**config.mk**
```make
export PLATFORM = sky130hd
export DESIGN_NAME = uart_tx_flat
export DESIGN_NICKNAME = d
export VERILOG_FILES = /design/src/rtl/uart_tx_if.sv /design/src/rtl/uart_tx.sv /design/src/flat_wrapper.sv
export SDC_FILE = /design/constraint.sdc
export NUM_CORES = 1
export LEC_CHECK = 0
export BUFFER_PORTS_ARGS = -buffer_cell sky130_fd_sc_hd__clkbuf_2
export CORE_UTILIZATION = 35
export CTS_BUF_LIST = sky130_fd_sc_hd__clkbuf_16
export DETAILED_ROUTE_END_ITERATION = 10
export PLACE_DENSITY = 0.61
export SYNTH_ARGS = -nofsm -noshare
export SYNTH_HDL_FRONTEND = slang
export SYNTH_SLANG_ARGS = --single-unit
```
**constraint.sdc**
```tcl
create_clock -name iClk -period 3.7 [get_ports iClk]
set_input_delay 0.555 -clock iClk [delete_from_list [all_inputs] [get_ports iClk]]
set_output_delay 0.555 -clock iClk [all_outputs]
set_load 0.005 [all_outputs]
```
**src/rtl/uart_tx_if.sv**
```systemverilog
// Byte-wide valid/ready handshake into the UART transmitter's one-entry holding register.
interface uart_tx_if;
  logic [7:0] iTxByte;
  logic       iTxValid;
  logic       oTxReady;

  modport master (output iTxByte, output iTxValid, input oTxReady);
  modport slave  (input iTxByte, input iTxValid, output oTxReady);
endinterface

```
**src/rtl/uart_tx.sv**
```systemverilog
// 8N1 UART transmitter, LSB first, CLKS_PER_BIT clocks per bit; accept-to-done latency 10N+2.
// One-entry holding register: ready drops while a byte is queued, so frames run back-to-back.
module uart_tx #(
  parameter int CLK_FREQ     = 125_000_000,
  parameter int BAUD_RATE    = 115_200,
  parameter int CLKS_PER_BIT = CLK_FREQ / BAUD_RATE
) (
  input  logic      iClk,
  input  logic      iRst,
  uart_tx_if.slave  tx,
  output logic      oTxSerial,
  output logic      oTxBusy,
  output logic      oTxDone
);

  localparam int CNT_W = $clog2(CLKS_PER_BIT) + 1;
  localparam logic [CNT_W-1:0] CNT_LAST = CNT_W'(CLKS_PER_BIT - 1);

  typedef enum logic [2:0] {
    sIDLE     = 3'd0,
    sTX_START = 3'd1,
    sTX_DATA  = 3'd2,
    sTX_STOP  = 3'd3,
    sDONE     = 3'd4
  } state_t;

  state_t           state_q, state_d;
  logic [7:0]       hold_q, hold_d;
  logic             hold_full_q, hold_full_d;
  logic [7:0]       shift_q, shift_d;
  logic [2:0]       bit_cnt_q, bit_cnt_d;
  logic [CNT_W-1:0] clk_cnt_q, clk_cnt_d;
  logic             serial_q, serial_d;
  logic             busy_q, busy_d;
  logic             done_q, done_d;
  logic             accept;
  logic             bit_end;

  assign accept  = tx.iTxValid & ~hold_full_q;
  assign bit_end = (clk_cnt_q == CNT_LAST);

  always_comb begin
    state_d     = state_q;
    hold_d      = hold_q;
    hold_full_d = hold_full_q;
    shift_d     = shift_q;
    bit_cnt_d   = bit_cnt_q;
    clk_cnt_d   = clk_cnt_q;
    serial_d    = 1'b1;
    busy_d      = (state_q != sIDLE);
    done_d      = (state_q == sDONE);

    // accept only when empty, so it never collides with the hold->shift transfer below
    if (accept) begin
      hold_d      = tx.iTxByte;
      hold_full_d = 1'b1;
    end

    case (state_q)
      sIDLE, sDONE: begin
        if (hold_full_q) begin
          shift_d     = hold_q;
          hold_full_d = 1'b0;
          clk_cnt_d   = '0;
          bit_cnt_d   = '0;
          state_d     = sTX_START;
        end else begin
          state_d = sIDLE;
        end
      end
      sTX_START: begin
        serial_d = 1'b0;
        if (bit_end) begin
          clk_cnt_d = '0;
          bit_cnt_d = '0;
          state_d   = sTX_DATA;
        end else begin
          clk_cnt_d = clk_cnt_q + CNT_W'(1);
        end
      end
      sTX_DATA: begin
        serial_d = shift_q[0];
        if (bit_end) begin
          clk_cnt_d = '0;
          shift_d   = {1'b0, shift_q[7:1]};
          if (bit_cnt_q == 3'd7) begin
            state_d = sTX_STOP;
          end else begin
            bit_cnt_d = bit_cnt_q + 3'd1;
          end
        end else begin
          clk_cnt_d = clk_cnt_q + CNT_W'(1);
        end
      end
      sTX_STOP: begin
        if (bit_end) begin
          clk_cnt_d = '0;
          state_d   = sDONE;
        end else begin
          clk_cnt_d = clk_cnt_q + CNT_W'(1);
        end
      end
      default: begin
        state_d = sIDLE;
      end
    endcase
  end

  always_ff @(posedge iClk) begin
    if (iRst) begin
      state_q     <= sIDLE;
      hold_q      <= '0;
      hold_full_q <= 1'b0;
      shift_q     <= '0;
      bit_cnt_q   <= '0;
      clk_cnt_q   <= '0;
      serial_q    <= 1'b1;
      busy_q      <= 1'b0;
      done_q      <= 1'b0;
    end else begin
      state_q     <= state_d;
      hold_q      <= hold_d;
      hold_full_q <= hold_full_d;
      shift_q     <= shift_d;
      bit_cnt_q   <= bit_cnt_d;
      clk_cnt_q   <= clk_cnt_d;
      serial_q    <= serial_d;
      busy_q      <= busy_d;
      done_q      <= done_d;
    end
  end

  assign tx.oTxReady = ~hold_full_q;
  assign oTxSerial   = serial_q;
  assign oTxBusy     = busy_q;
  assign oTxDone     = done_q;

endmodule

```
**src/flat_wrapper.sv**
```systemverilog
// flat-port wrapper written by rule: the top's interface ports become plain ports
module uart_tx_flat 
#(
  parameter int CLK_FREQ     = 125_000_000,
  parameter int BAUD_RATE    = 115_200,
  parameter int CLKS_PER_BIT = CLK_FREQ / BAUD_RATE
)
  (iClk, iRst, oTxSerial, oTxBusy, oTxDone, tx_iTxByte, tx_iTxValid, tx_oTxReady);
  uart_tx_if tx_i ();
  input  logic iClk;
  input  logic iRst;
  output logic oTxSerial;
  output logic oTxBusy;
  output logic oTxDone;
  input wire logic [$bits(tx_i.iTxByte)-1:0] tx_iTxByte;
  input wire logic [$bits(tx_i.iTxValid)-1:0] tx_iTxValid;
  output wire logic [$bits(tx_i.oTxReady)-1:0] tx_oTxReady;
  assign tx_i.iTxByte = tx_iTxByte;
  assign tx_i.iTxValid = tx_iTxValid;
  assign tx_oTxReady = tx_i.oTxReady;
  uart_tx #(.CLK_FREQ(CLK_FREQ), .BAUD_RATE(BAUD_RATE), .CLKS_PER_BIT(CLKS_PER_BIT)) u_core (.iClk(iClk), .iRst(iRst), .tx(tx_i), .oTxSerial(oTxSerial), .oTxBusy(oTxBusy), .oTxDone(oTxDone));
endmodule
```
==> flow_metrics.tcl <==
set metrics [dict create \
    end_kind "flip-flop" \
    synth_commonest_cells "dfxtp_1, nor2_1, mux2i_1" \
    clockRootBuffer "clkbuf_16" \
    ir_drop_uv 201 \
    antenna_left 0 \
    period_share_pct 60.6 \
    synth.most_common_cell "dfxtp_1" \
    die_h_microns 77.1 \
    final_net_count 222 \
    routedWlPerCell_microns 12.8 \
    synth_cells 199 \
    grt_max_degree 35 \
    cp_slowest_cell "nor3b_4" \
    cts_made_buffers 5 \
    p_leak_uw 0.000721 \
    start_util_pct 37.4 \
    r2r_slack_ns 1.46 \
    nFillCells 539 \
    seq_area_frac_synth_pct 38.6 \
    rsz0062_at_grt "no" \
    preCtsSetupSlack_ns 1.48 \
    avgViaCountPerCell 5.12 \
    dr.pass1.iters 4 \
    status "finished, final reports clean" \
    post_cts_resized 0 \
    holdPathStages 2 \
    gp_congestion 0.807 \
    coreArea_sq_mm 0.00527 \
    power_density_mw_per_mm2 423 \
    antenna_found_initial 0 \
    timing.rr.start "u_core.state_q[1]" \
    syn_nets 214 \
    wirelength_microns 3550 \
    path_class "flip-flop to flip-flop" \
    num_io_pins 15 \
    synth_edf_count 0 \
    cp_cell_sequence "nor3b_4 > nand4_2 > a21o_1 > a21oi_1" \
    syn_area_per_cell_sq_um 9.91 \
    htreeDepth 2 \
    crit_buf_inv 0 \
    drc_errors 0 \
    multi_input_area_sq_mm 0.00111 \
    postSynth.asyncResetShare_pct 0 \
    maxSlewHeadroom_pct 34.6 \
    timing.rr.end "u_core.shift_q[2]" \
    start_kind "flip-flop" \
    yosys_most_used_dff "dfxtp_1" \
    required_ns 3.89 \
    hpwl_microns 2460 \
    clkSlewWorstSetupHoldPaths_ns 0.05 \
    timing.setup.tns_ns 0 \
    whs_ns 0.452 \
    worstHoldEndpoint "u_core.shift_q[7]" \
    cts_tree "done" \
    ys_ff_latch 38 \
    post_cts_buffers 0 \
    p_total_uw 924 \
    clock.fmax_ghz 0.446 \
    clock-sinks 38 \
    finalSetupViolations 0 \
    synth_area_leaders "dfxtp_1, mux2i_1, a2111oi_4" \
    grt_use_total_pct 13.6 \
    drive_gt1_share_pct 19.7 \
    period_needed_ns 2.24 \
    row_count 26 \
    crit_fanout 15 \
    slowest_delay_ns 0.69 \
    dieWidth_microns 77.1 \
    synth_top_area_share_pct 38.6 \
    max_slew.worst_pin.slew_ns 0.980 \
    yosysTopAreaCell "dfxtp_1" \
    yosys_warnings 0 \
    insertion_delay_ns 0.27 \
    hold_class "flip-flop to flip-flop" \
    cts_buffer_depth 2 \
    hold_buffers 0 \
    min_from "u_core.hold_q[7]" \
    vias 1424 \
    rr_worst_depth 4 \
    drt_first_iter_violations 81 \
    io_buffer_count 14 \
    arrival_ns 2.43 \
    grt_pass1_vias 1406 \
    skew_ns 0.00241 \
    cp_top_family "simple AND/OR/NAND/NOR gates" \
    grt-ovfl-total 0 \
    dieArea_sq_mm 0.00594 \
    grt_pass1_wl_microns 6470 \
    yosysUniqueCellTypes 46 \
    syn_to_final_growth_pct 10.9 \
    slew_violations 0 \
    maxCapViolations 0 \
    finalHoldViolCount 0 \
    syn_area_sq_mm 0.00197 \
    n_antenna_cell 0 \
    seq_area_sq_um 761 \
    layout_setup_ws_ns 1.46 \
]
## cell families (layout without fill, tap and decap cells)
kind of cell             count (synthesis)  count (layout)  share of synthesized area (%)
AND/OR/NAND/NOR                         73              73                           21.6
AO/OA/AOI/OAI                           40              40                           19.0
multiplexers                            19              19                           9.64
buffers and inverters                   17              26                           5.08
flip-flops                              38              38                           38.6
XOR/XNOR                                 8               8                           3.55
adder cells (fa/ha/maj)                  4               4                           2.54
## layout by cell type (no fill, tap or decap), drive strengths merged, types with 3 or more instances in the layout
master    n
dfxtp    38
nor2     22
mux2i    19
clkbuf   19
a21oi    13
nand3    13
nand2     8
a21o      7
nand2b    5
xnor2     5
nor3      5
inv       4
ha        4
nand4     4
xor2      3
a2111oi   3
a211oi    3
or3b      3
## registers in the layout, summed over array words and instances (netlist names)
| register | cells |
|---|---|
| u_core.oTxBusy | 1 |
| u_core.hold_full_q | 1 |
| u_core.shift_q | 8 |
| u_core.oTxDone | 1 |
| u_core.oTxSerial | 1 |
| u_core.clk_cnt_q | 12 |
| u_core.state_q | 3 |
| u_core.hold_q | 8 |
| u_core.bit_cnt_q | 3 |
## through the flow
step	cells	instance area (sq um)	utilization, %
floorplan	199	1970	-
global placement	270	2040	38.8
detailed placement	270	2040	38.8
CTS	278	2190	41.5
global route	278	2190	41.5
finish	278	2190	41.5
## worst max-delay path by stage
stage / slack [ns] / endpoint / start / cells after the start
after global routing: 1.22 / u_core.shift_q[2] / u_core.state_q[1] / 4
after floorplan: 1.95 / u_core.bit_cnt_q[0] / u_core.bit_cnt_q[0] / 6
final: 1.46 / u_core.shift_q[2] / u_core.state_q[1] / 4
after CTS: 1.46 / u_core.shift_q[3] / u_core.state_q[1] / 4
after detailed placement: 1.48 / u_core.shift_q[3] / u_core.state_q[1] / 4
after global placement: 1.56 / u_core.shift_q[2] / u_core.state_q[1] / 4
## worst register-to-register path: cells and delay by family, from the launching register on
family	cells	cell delay (ns)
AO/OA/AOI/OAI	2	0.43
flip-flops	1	0.58
AND/OR/NAND/NOR	2	1.15
## cell type report
type,instances,area share [%]
Tap cell,70,4.01
Timing Repair Buffer,14,3.21
Sequential cell,38,34.8
Multi-Input combinational cell,144,50.8
Clock inverter,3,0.744
Clock buffer,5,5.72
Inverter,4,0.687
## metal layers
layer | wire length, microns | vias up | global-route usage, %
li1 | - | 735 | -
met1 | 1750 | 668 | 17.1
met2 | 1650 | 19 | 22.1
met3 | 99 | 2 | 3.21
met4 | 43 | 0 | 5.66
met5 | 0 | - | 0
## power breakdown
group          leakage, uW  switching [uW]  internal [uW]
Clock            0.0000672             153            245
Combinational     0.000345            52.5           37.3
Sequential        0.000309            12.7            423
Total             0.000721             219            705
Power figures use the tool's default switching activity.
